### src/rtl/hello_merger.sv
// hello_merger: merges two HELLO AXI-Stream packet sources into one stream,
// arbitrating per packet and buffering one beat in a registered output stage.
module hello_merger #(
  parameter int FIXED_PRIORITY = 0
) (
  input  logic        AXIS_ACLK,
  input  logic        AXIS_ARESET,
  input  logic        S0_AXIS_TVALID,
  output logic        S0_AXIS_TREADY,
  input  logic [63:0] S0_AXIS_TDATA,
  input  logic        S0_AXIS_TLAST,
  input  logic [31:0] S0_AXIS_TUSER,
  input  logic        S1_AXIS_TVALID,
  output logic        S1_AXIS_TREADY,
  input  logic [63:0] S1_AXIS_TDATA,
  input  logic        S1_AXIS_TLAST,
  input  logic [31:0] S1_AXIS_TUSER,
  output logic        M_AXIS_TVALID,
  input  logic        M_AXIS_TREADY,
  output logic [63:0] M_AXIS_TDATA,
  output logic        M_AXIS_TLAST,
  output logic [31:0] M_AXIS_TUSER,
  output logic        M_AXIS_TDEST
);

  typedef enum logic [1:0] {
    IDLE   = 2'd0,
    GRANT0 = 2'd1,
    GRANT1 = 2'd2
  } state_t;

  state_t      state_r, state_nxt_s;
  logic        last_grant_r, last_grant_nxt_s;
  logic        out_valid_r;
  logic [63:0] tdata_r;
  logic        tlast_r;
  logic [31:0] tuser_r;
  logic        tdest_r;
  logic        room_s, s0_ready_s, s1_ready_s, acc0_s, acc1_s;

  // The output register can take a beat when empty or draining this cycle.
  assign room_s = ~out_valid_r | M_AXIS_TREADY;
  assign acc0_s = S0_AXIS_TVALID & s0_ready_s;
  assign acc1_s = S1_AXIS_TVALID & s1_ready_s;

  // Arbiter next state, grant memory and slave ready generation
  always_comb begin
    state_nxt_s      = state_r;
    last_grant_nxt_s = last_grant_r;
    s0_ready_s       = 1'b0;
    s1_ready_s       = 1'b0;
    case (state_r)
      IDLE: begin
        if (S0_AXIS_TVALID && S1_AXIS_TVALID) begin
          if ((FIXED_PRIORITY != 32'sd0) || last_grant_r) begin
            state_nxt_s = GRANT0;
          end else begin
            state_nxt_s = GRANT1;
          end
        end else if (S0_AXIS_TVALID) begin
          state_nxt_s = GRANT0;
        end else if (S1_AXIS_TVALID) begin
          state_nxt_s = GRANT1;
        end else begin
          state_nxt_s = IDLE;
        end
      end
      GRANT0: begin
        s0_ready_s = room_s;
        if (S0_AXIS_TVALID && room_s && S0_AXIS_TLAST) begin
          state_nxt_s      = IDLE;
          last_grant_nxt_s = 1'b0;
        end else begin
          state_nxt_s = GRANT0;
        end
      end
      GRANT1: begin
        s1_ready_s = room_s;
        if (S1_AXIS_TVALID && room_s && S1_AXIS_TLAST) begin
          state_nxt_s      = IDLE;
          last_grant_nxt_s = 1'b1;
        end else begin
          state_nxt_s = GRANT1;
        end
      end
      default: begin
        state_nxt_s = IDLE;
      end
    endcase
  end

  // Arbiter state and last-grant register
  always_ff @(posedge AXIS_ACLK or posedge AXIS_ARESET) begin
    if (AXIS_ARESET) begin
      state_r      <= IDLE;
      last_grant_r <= 1'b1;
    end else begin
      state_r      <= state_nxt_s;
      last_grant_r <= last_grant_nxt_s;
    end
  end

  // One-entry output register; a new beat may replace one that drains
  always_ff @(posedge AXIS_ACLK or posedge AXIS_ARESET) begin
    if (AXIS_ARESET) begin
      out_valid_r <= 1'b0;
      tdata_r     <= 64'd0;
      tlast_r     <= 1'b0;
      tuser_r     <= 32'd0;
      tdest_r     <= 1'b0;
    end else if (acc0_s) begin
      out_valid_r <= 1'b1;
      tdata_r     <= S0_AXIS_TDATA;
      tlast_r     <= S0_AXIS_TLAST;
      tuser_r     <= S0_AXIS_TUSER;
      tdest_r     <= 1'b0;
    end else if (acc1_s) begin
      out_valid_r <= 1'b1;
      tdata_r     <= S1_AXIS_TDATA;
      tlast_r     <= S1_AXIS_TLAST;
      tuser_r     <= S1_AXIS_TUSER;
      tdest_r     <= 1'b1;
    end else if (out_valid_r && M_AXIS_TREADY) begin
      out_valid_r <= 1'b0;
    end
  end

  assign S0_AXIS_TREADY = s0_ready_s;
  assign S1_AXIS_TREADY = s1_ready_s;
  assign M_AXIS_TVALID  = out_valid_r;
  assign M_AXIS_TDATA   = tdata_r;
  assign M_AXIS_TLAST   = tlast_r;
  assign M_AXIS_TUSER   = tuser_r;
  assign M_AXIS_TDEST   = tdest_r;

endmodule

### config.mk
export PLATFORM = sky130hd
export DESIGN_NAME = hello_merger
export DESIGN_NICKNAME = d
export VERILOG_FILES = /design/src/rtl/hello_merger.sv
export SDC_FILE = /design/constraint.sdc
export NUM_CORES = 1
export LEC_CHECK = 0
export CORE_UTILIZATION = 34
export DETAILED_ROUTE_END_ITERATION = 7
export PLACE_DENSITY = 0.77
export SLEW_MARGIN = 20
export SYNTH_ARGS = -nofsm -noshare
export SYNTH_HDL_FRONTEND = slang
export SYNTH_SLANG_ARGS = --single-unit
### constraint.sdc
create_clock -name AXIS_ACLK -period 2.9 [get_ports AXIS_ACLK]
set_input_delay 0.435 -clock AXIS_ACLK [delete_from_list [all_inputs] [get_ports AXIS_ACLK]]
set_output_delay 0.435 -clock AXIS_ACLK [all_outputs]
set_load 0.02 [all_outputs]
==> results of run 1 <==
-- metrics by stage --
stage               worst slack [ns]  hold WS, ns  cell area [um^2]  power, uW
floorplan                       1.25        0.486              5080       5330
global placement               0.546        0.482              8140       7130
detailed placement             0.508        0.496              8140       7280
CTS                            0.491        0.511              8430       8500
global route                   0.450        0.527              8430       8910
finish                         0.501        0.504              8430       8370
-- layout make-up --
type,instances,share of cell area
multi-input cells,317,0.266
flip-flops and latches,102,0.303
clock buffers,11,0.0288
well taps,184,0.0273
clock inverters,4,0.00564
repair buffers,305,0.369
inverters,1,0.000890
-- path summary, 6_finish.rpt --
check | to | depth (start not counted) | start
max | S1_AXIS_TREADY | 4 | M_AXIS_TREADY
min | M_AXIS_TDEST | 1 | M_AXIS_TDEST
max reg2reg | M_AXIS_TDATA[5] | 5 | state_r[1]
min reg2reg | M_AXIS_TDEST | 1 | M_AXIS_TDEST
max in group asynchronous | M_AXIS_TDATA[4] | 3 | AXIS_ARESET
min in group asynchronous | M_AXIS_TDATA[22] | 3 | AXIS_ARESET
-- cells in the mapped netlist (all sizes together), types with 2 or more instances --
master  number  area (um^2)
buf         32          290
nand3b       2         15.0
dfrtp      101         2530
nand3        2         10.0
nand2        4         15.0
nor2       100          375
mux2i       96          961
nand2b       4         25.0
a21oi      100          763
-- power by group --
group | internal (uW) | switching (uW)
registers | 2130 | 377
clock network | 685 | 502
logic | 2220 | 2460
-- worst register-to-register path, cell delays in order (launching register included) --
cell and delay (ns):
dfrtp_1 0.45, nand3b_1 0.35, a21oi_4 0.38, buf_12 0.35, nor2_1 0.13, a21oi_1 0.13
-- routing by layer --
metal | GRT usage | vias to the layer above | part of all wire
met2 | 0.333 | 164 | 0.52
met3 | 0.0556 | 20 | 0.080
met5 | 0 | - | 0
met4 | 0.0673 | 0 | 0.019
li1 | - | 2121 | -
met1 | 0.196 | 1957 | 0.38
-- kinds of logic (layout without fill, tap and decap cells) --
logic type	after synthesis	after routing	synth area share
compound gates	104	104	0.156
buf+inv	33	321	0.0579
flops	102	102	0.503
mux	96	96	0.189
simple gates	117	117	0.0941
-- registers in the layout, indices dropped and copies added (netlist names) --
| register | count |
|---|---|
| last_grant_r | 1 |
| M_AXIS_TDATA | 64 |
| state_r | 2 |
| M_AXIS_TUSER | 32 |
| M_AXIS_TDEST | 1 |
| M_AXIS_TVALID | 1 |
| M_AXIS_TLAST | 1 |
==> impl_metrics.csv, run 1 <==
group,metric,value,unit
synth,synth_nets,651,
finish,antennaDiodeCount,0,
critical_path,cp_common_cell,"clkdlybuf4s50_1",
synth,synth_area,5080,um^2
routing,drt.antenna.violating_nets,0,
placed_design,io_buffers,299,
global_route,grt_use_total,0.182,
finish,drive_gt1_frac,0.124,
timing,hold_viol_final,0,
placed_design,placed_cells,909,
critical_path,cp.required,2.47,ns
floorplan,initial_utilization,0.350,
floorplan,die_area,15400,um^2
finish,synthToLayoutAreaGrowth,66.0,%
critical_path,critPathLaunchType,"input port",
global_route,grt_pass1_vias,4431,
critical_path,cp_max_fo,4,
run_status,status,"complete, no violations",
finish,layout.nets,935,
global_route,antenna_found_initial,0,
power_and_ir_drop,vdd_ir_drop_max,0.423,mV
synth,synth_seq_cells,102,
finish,multi_input_comb_area,2240,um^2
global_route,gr-total-overflow,0,
finish,regArea,2550,um^2
floorplan,die_h,124,um
timing,max_freq,417,MHz
finish,fin_cells,924,
routing,drc,0,
global_route,grt_max_degree,103,
clock_network,clk_pin_slew_worst_paths,0.07,ns
critical_path,crit_slowest_cell,"clkdlybuf4s50_1",
floorplan,die_w,124,um
routing,drtIter0Drc,149,
finish,fill_cells,1247,
critical_path,path_delay_family,"buffers and inverters",
clock_network,cts_hold_buf,0,
routing,dr.pass1.iters,4,
clock_network,cts_tree,"built",
timing,post-route-period-util,0.827,
critical_path,critPathBufInv,2,
floorplan,core,14500,um^2
routing,via_per_inst,4.61,
critical_path,path_class,"in -> out",
clock_network,cts_buffers,9,
placed_design,gp_congestion,0.805,
clock_network,post_cts_resized,0,
synth,ys_types,23,
clock_network,postCtsSetupBuffers,0,
synth,syn_avg_cell_area,11.2,um^2
timing,tightest_slew,0.575,ns
synth,async_flop_share,1.00,
finish,layout_commonest_cell,"clkdlybuf4s50_1",
timing,relSlewSlack,0.617,
placed_design,hpwl,10700,um
routing,drt-wirelength-per-cell,15.2,um
timing,clock_skew,0.00522,ns
clock_network,clk_latency,0.34,ns
floorplan,io_pins,300,
timing,drv_slew,0,
synth,yosysWarnings,0,
timing,rsz0062_at_grt,"false",
synth,postSynthCellCount,452,
finish,mostFrequentLayoutCells,"clkdlybuf4s50_1 (299), dfrtp_1 (101), nor2_1 (100)",
critical_path,end_kind,"output pin",
global_route,grt_pass1_wl,22300,um
routing,dr_total_vias,4262,
critical_path,cp_cell_sequence,"clkdlybuf4s50_1 > nor2b_1 > nor3b_1 > clkdlybuf4s50_1",
flow_run,drv_cap,0,
clock_network,cts-root-buf,"clkbuf_16",
power_and_ir_drop,powerDensity,993,nW/um^2
synth,synth-seq-area-share,0.503,
timing,setup_viol,0,
power_and_ir_drop,p_leak,0.00379,uW
clock_network,htreeDepth,3,
clock_network,clock-sinks,102,
synth,synth-edff-count,0,
routing,routed_wl,14000,um
synth,synth_flop_cell,"dfrtp_1",
critical_path,r2r_slack,1.04,ns
min_path,hp-class,"reg -> reg",
timing,setup_tns,0,ns
clock_network,cts_buffer_depth,2,
critical_path,cpPeakStageDelay,0.69,ns
timing,layout_min_cycle_time,2.40,ns
critical_path,arrival,1.96,ns
floorplan,rows,44,
finish,fin_util,0.580,
Note: power is estimated with default switching activity, not from simulation.
==> run 2: changes to the inputs <==
--- a/config.mk
+++ b/config.mk
@@ -5,9 +5,9 @@
 export SDC_FILE = /design/constraint.sdc
 export NUM_CORES = 1
 export LEC_CHECK = 0
-export CORE_UTILIZATION = 34
+export CORE_UTILIZATION = 38
 export DETAILED_ROUTE_END_ITERATION = 7
-export PLACE_DENSITY = 0.77
+export PLACE_DENSITY = 0.81
 export SLEW_MARGIN = 20
 export SYNTH_ARGS = -nofsm -noshare
 export SYNTH_HDL_FRONTEND = slang
==> constraint.sdc (replaced) <==
create_clock -name AXIS_ACLK -period 2.3 [get_ports AXIS_ACLK]
set_input_delay 0.345 -clock AXIS_ACLK [delete_from_list [all_inputs] [get_ports AXIS_ACLK]]
set_output_delay 0.345 -clock AXIS_ACLK [all_outputs]
set_load 0.02 [all_outputs]
==> impl_metrics.csv, run 2 (synthesized netlist as in run 1, its figures left out) <==
group,metric,value,unit
run_status,status,"complete, no violations",
clock_network,clk_pin_slew_worst_paths,0.06,ns
routing,dr.pass1.iters,4,
critical_path,worstReg2RegEnd,"M_AXIS_TUSER[25]",
finish,synthToLayoutAreaGrowth,67.9,%
timing,clock_skew,0.00579,ns
placed_design,io_buffers,299,
placed_design,placed_cells,905,
power_and_ir_drop,powerDensity,1260,nW/um^2
timing,hold_viol_final,0,
timing,post-route-period-util,0.935,
timing,relSlewSlack,0.615,
timing,rsz0062_at_grt,"false",
routing,drtIter0Drc,139,
placed_design,hpwl,11300,um
global_route,gr-total-overflow,0,
clock_network,post_cts_resized,0,
power_and_ir_drop,vdd_ir_drop_max,0.561,mV
clock_network,cts_buffers,9,
routing,drt-wirelength-per-cell,15.7,um
finish,antennaDiodeCount,0,
floorplan,die_w,118,um
global_route,use_met3,0.0673,
global_route,antenna_found_initial,0,
finish,design_area,8530,um^2
critical_path,critPathLaunchType,"flip-flop",
clock_network,cts-root-buf,"clkbuf_16",
power_and_ir_drop,power_frac_clock,0.139,
flow_run,drv_cap,0,
placed_design,dpl_cell_area,8240,um^2
clock_network,cts_buffer_depth,2,
finish,largest_register_ffs,64,
critical_path,cp.required,1.96,ns
critical_path,r2r_cells,4,
clock_network,clk_latency,0.33,ns
placed_design,gp_congestion,0.876,
floorplan,core,12800,um^2
clock_network,cts_hold_buf,0,
min_path,hp-class,"in -> async",
routing,drc,0,
timing,setup_tns,0,ns
finish,drive_gt1_frac,0.132,
global_route,busiest_layer,"met2",
global_route,grt_max_degree,103,
routing,routed_wl,14500,um
power_and_ir_drop,p_leak,0.00383,uW
floorplan,rows,41,
global_route,grtUsageMet1,0.215,
global_route,grt_pass1_vias,4615,
clock_network,postCtsSetupBuffers,0,
routing,drt.antenna.violating_nets,0,
timing,layout_setup_ws,0.150,ns
clock_network,cts_tree,"built",
floorplan,initial_utilization,0.396,
power_and_ir_drop,swShare,0.397,
global_route,grt_pass1_wl,22900,um
timing,drv_slew,0,
placed_design,pre_cts_ws,0.110,ns
floorplan,die_h,118,um
timing,max_freq,465,MHz
routing,via_per_inst,4.71,
finish,fin_cells,920,
power_and_ir_drop,combPwrFrac,0.566,
global_route,grt_use_total,0.211,
timing,setup_viol,0,
floorplan,io_pins,300,
critical_path,path_class,"reg -> out",
finish,layout.nets,943,
critical_path,cp_max_fo,8,
routing,dr_total_vias,4337,
power_and_ir_drop,power_switching,4270,uW
clock_network,clock-sinks,102,
timing,tightest_slew,0.577,ns
power_and_ir_drop,p_int,6500,uW
power_and_ir_drop,seqPwrFrac,0.296,
global_route,use_met2,0.390,
finish,mostFrequentLayoutCells,"clkdlybuf4s50_1 (299), dfrtp_1 (101), nor2_1 (100)",
critical_path,timing.rr.start,"state_r[1]",
floorplan,die_area,13800,um^2
critical_path,end_kind,"output pin",
timing,layout_min_cycle_time,2.15,ns
critical_path,arrival,1.81,ns
finish,layout_commonest_cell,"clkdlybuf4s50_1",
critical_path,r2r_slack,0.52,ns
clock_network,htreeDepth,3,
[run 2: cell count changes in the layout (fill, tap and decap cells not counted)]
cell and change:
clkbuf_1 +1, clkinv_2 -2, buf_12 +4, buf_4 +4, clkinvlp_4 +1
[run 2: final cells by class]
| type | instances | area, um^2 |
|---|---|---|
| clock buffer | 12 | 246 |
| clock inverter | 3 | 45.0 |
| fill | 1035 | 4290 |
| inverter | 1 | 7.51 |
| multi-input combinational | 317 | 2240 |
| sequential | 102 | 2550 |
| tap | 172 | 215 |
| timing repair buffer | 313 | 3220 |
[run 2: power by group through the flow]
stage	Clock, uW	Sequential, uW	Combinational, uW
floorplan	0	4210	2510
detailed placement	0	3220	6140
global placement	0	3170	6000
finish	1490	3180	6090
global route	1620	3300	6500
CTS	1530	3200	6160
[run 2: per-layer routing]
layer / part of all wire / wire length, um
met5: 0 / 0
met4: 0.028 / 403
met3: 0.090 / 1300
met2: 0.52 / 7570
met1: 0.36 / 5210
[run 2: worst max path at each step]
stage / end / cells past startpoint / slack (ns) / start
floorplan: M_AXIS_TDATA[0] / 1 / 0.74 / AXIS_ARESET
global placement: M_AXIS_TUSER[25] / 5 / 0.16 / S0_AXIS_TVALID
detailed placement: M_AXIS_TUSER[25] / 5 / 0.11 / S0_AXIS_TVALID
CTS: S0_AXIS_TREADY / 3 / 0.15 / state_r[1]
global route: S0_AXIS_TREADY / 3 / 0.09 / state_r[1]
finish: S0_AXIS_TREADY / 3 / 0.15 / state_r[1]
[run 2: critical path: stages (launching register included)]
cell and delay (ns):
dfrtp_1 0.45, nand2b_1 0.22, nor2_1 0.15, clkdlybuf4s50_1 0.66
[run 2: metrics by stage]
stage,total power (uW),util,hold WS (ns)
global route,11400,0.665,0.528
CTS,10900,0.665,0.503
finish,10800,0.665,0.477
floorplan,6720,-,0.486
global placement,9170,0.642,0.482
detailed placement,9360,0.642,0.488
==> run 3: changes to the inputs <==
--- a/config.mk
+++ b/config.mk
@@ -5,9 +5,12 @@
 export SDC_FILE = /design/constraint.sdc
 export NUM_CORES = 1
 export LEC_CHECK = 0
-export CORE_UTILIZATION = 38
+export CELL_PAD_IN_SITES_DETAIL_PLACEMENT = 1
+export CELL_PAD_IN_SITES_GLOBAL_PLACEMENT = 1
+export CORE_MARGIN = 2
+export CORE_UTILIZATION = 28
 export DETAILED_ROUTE_END_ITERATION = 7
-export PLACE_DENSITY = 0.81
+export PLACE_DENSITY_LB_ADDON = 0.1
 export SLEW_MARGIN = 20
 export SYNTH_ARGS = -nofsm -noshare
 export SYNTH_HDL_FRONTEND = slang
==> impl_metrics.csv, run 3 (synthesized netlist as in run 1, its figures left out) <==
group,metric,value,unit
routing,drt-wirelength-per-cell,16.1,um
critical_path,end_kind,"output pin",
critical_path,cp_max_fo,4,
critical_path,timing.rr.start,"state_r[1]",
global_route,gr-total-overflow,0,
floorplan,io_pins,300,
finish,largest_register_ffs,64,
routing,drtIter0Drc,107,
clock_network,clock-sinks,102,
critical_path,path_class,"in -> out",
finish,synthToLayoutAreaGrowth,67.4,%
power_and_ir_drop,p_leak,0.00379,uW
timing,clock_skew,0.00738,ns
clock_network,post_cts_resized,0,
timing,setup_viol,0,
clock_network,cts_hold_buf,0,
timing,hold_viol_final,0,
critical_path,critPathBufInv,2,
finish,layout.nets,936,
critical_path,cp.required,1.96,ns
clock_network,postCtsSetupBuffers,0,
critical_path,cp_common_cell,"clkdlybuf4s50_1",
clock_network,cts_buffer_depth,2,
clock_network,htreeDepth,3,
floorplan,initial_utilization,0.284,
placed_design,hpwl,12200,um
clock_network,cts_buffers,9,
placed_design,gp_congestion,0.775,
clock_network,clk_latency,0.34,ns
global_route,grt_pass1_wl,24800,um
clock_network,clk_pin_slew_worst_paths,0.07,ns
run_status,status,"complete, no violations",
routing,drt.antenna.violating_nets,0,
critical_path,critPathLaunchType,"input port",
timing,rsz0062_at_grt,"false",
timing,drv_slew,0,
timing,post-route-period-util,0.928,
clock_network,cts_tree,"built",
power_and_ir_drop,power_switching,4340,uW
timing,layout_min_cycle_time,2.13,ns
critical_path,r2r_slack,0.44,ns
critical_path,startpoint,"M_AXIS_TREADY",
global_route,grt_use_total,0.162,
routing,drc,0,
critical_path,arrival,1.79,ns
power_and_ir_drop,powerDensity,1260,nW/um^2
critical_path,cpPeakStageDelay,0.57,ns
global_route,antenna_found_initial,0,
timing,tightest_slew,0.485,ns
clock_network,cts-root-buf,"clkbuf_16",
floorplan,rows,49,
floorplan,die_area,19200,um^2
min_path,hp-class,"in -> async",
power_and_ir_drop,power.total,10700,uW
power_and_ir_drop,power_frac_clock,0.148,
floorplan,core,17900,um^2
global_route,grt_max_degree,99,
flow_run,drv_cap,0,
timing,max_freq,469,MHz
power_and_ir_drop,vdd_ir_drop_max,0.544,mV
routing,routed_wl,15600,um
routing,dr_total_vias,4358,
routing,dr.pass1.iters,4,
power_and_ir_drop,p_int,6340,uW
floorplan,die_w,139,um
routing,via_per_inst,4.49,
critical_path,crit_slowest_cell,"clkdlybuf4s50_1",
critical_path,path_delay_family,"buffers and inverters",
timing,relSlewSlack,0.677,
power_and_ir_drop,swShare,0.406,
power_and_ir_drop,combPwrFrac,0.555,
timing,setup_tns,0,ns
finish,layout_commonest_cell,"clkdlybuf4s50_1",
global_route,grt_pass1_vias,4627,
power_and_ir_drop,seqPwrFrac,0.297,
placed_design,io_buffers,299,
finish,antennaDiodeCount,0,
critical_path,cp_cell_sequence,"clkdlybuf4s50_1 > nor2b_1 > nor2_1 > clkdlybuf4s50_1",
finish,drive_gt1_frac,0.128,
finish,mostFrequentLayoutCells,"clkdlybuf4s50_1 (299), dfrtp_1 (101), nor2_1 (100)",
floorplan,die_h,139,um
==> run 3: cell types whose count changed in the layout (fill, tap and decap cells not counted), sizes merged <==
cell | previous run | this run
inv | 0 | 2
clkinv | 0 | 1
buf | 14 | 7
clkbuf | 12 | 10
==> run 3: worst reg2reg max path, cell delays in order, from the launching register on <==
cell and delay, ns:
dfrtp_1 0.45, nand3b_1 0.36, a21oi_4 0.29, buf_12 0.43, nor2_1 0.15, a21oi_2 0.12
==> run 3: metal layers <==
metal	global-route usage	vias up	wire length (um)
li1	-	2130	-
met1	0.182	2060	6010
met2	0.292	157	8140
met3	0.0573	11	1300
met4	0.0447	0	159
met5	0	-	0
==> run 3: path summary, 6_finish.rpt <==
path	endpoint	cells past startpoint
setup / recovery	S0_AXIS_TREADY	4
setup reg to reg	M_AXIS_TDATA[25]	5
hold reg to reg	M_AXIS_TDEST	1
hold / removal	M_AXIS_TDATA[24]	3
max in group asynchronous	last_grant_r	3
min in group AXIS_ACLK	M_AXIS_TDEST	1
==> run 3: metrics by stage <==
stage                     setup WS (ns)  std cells  instance area (um^2)  hold slack, ns   util
after global placement            0.160        955                  8200           0.479  0.458
final                             0.166        971                  8500           0.465  0.475
after CTS                         0.127        971                  8500           0.484  0.475
after floorplan                   0.738        452                  5080           0.486      -
after detailed placement          0.149        955                  8200           0.492  0.458
after global routing             0.0172        971                  8500           0.524  0.475
==> run 3: layout make-up <==
cell class	count	area, um^2
repair buffers	306	3110
multi-input cells	317	2240
clock inverters	6	67.6
fillers	1925	9400
well taps	229	287
flip-flops and latches	102	2550
clock buffers	10	239
inverters	1	7.51
==> run 3: power by group through the flow <==
| stage | logic, uW | clock network (uW) | registers (uW) |
|---|---|---|---|
| 2_1_floorplan | 2510 | 0 | 4210 |
| 3_3_place_gp | 5920 | 0 | 3150 |
| 3_5_place_dp | 6030 | 0 | 3220 |
| 4_1_cts | 6050 | 1640 | 3190 |
| 5_1_grt | 6390 | 1730 | 3290 |
| 6_report | 5930 | 1580 | 3180 |
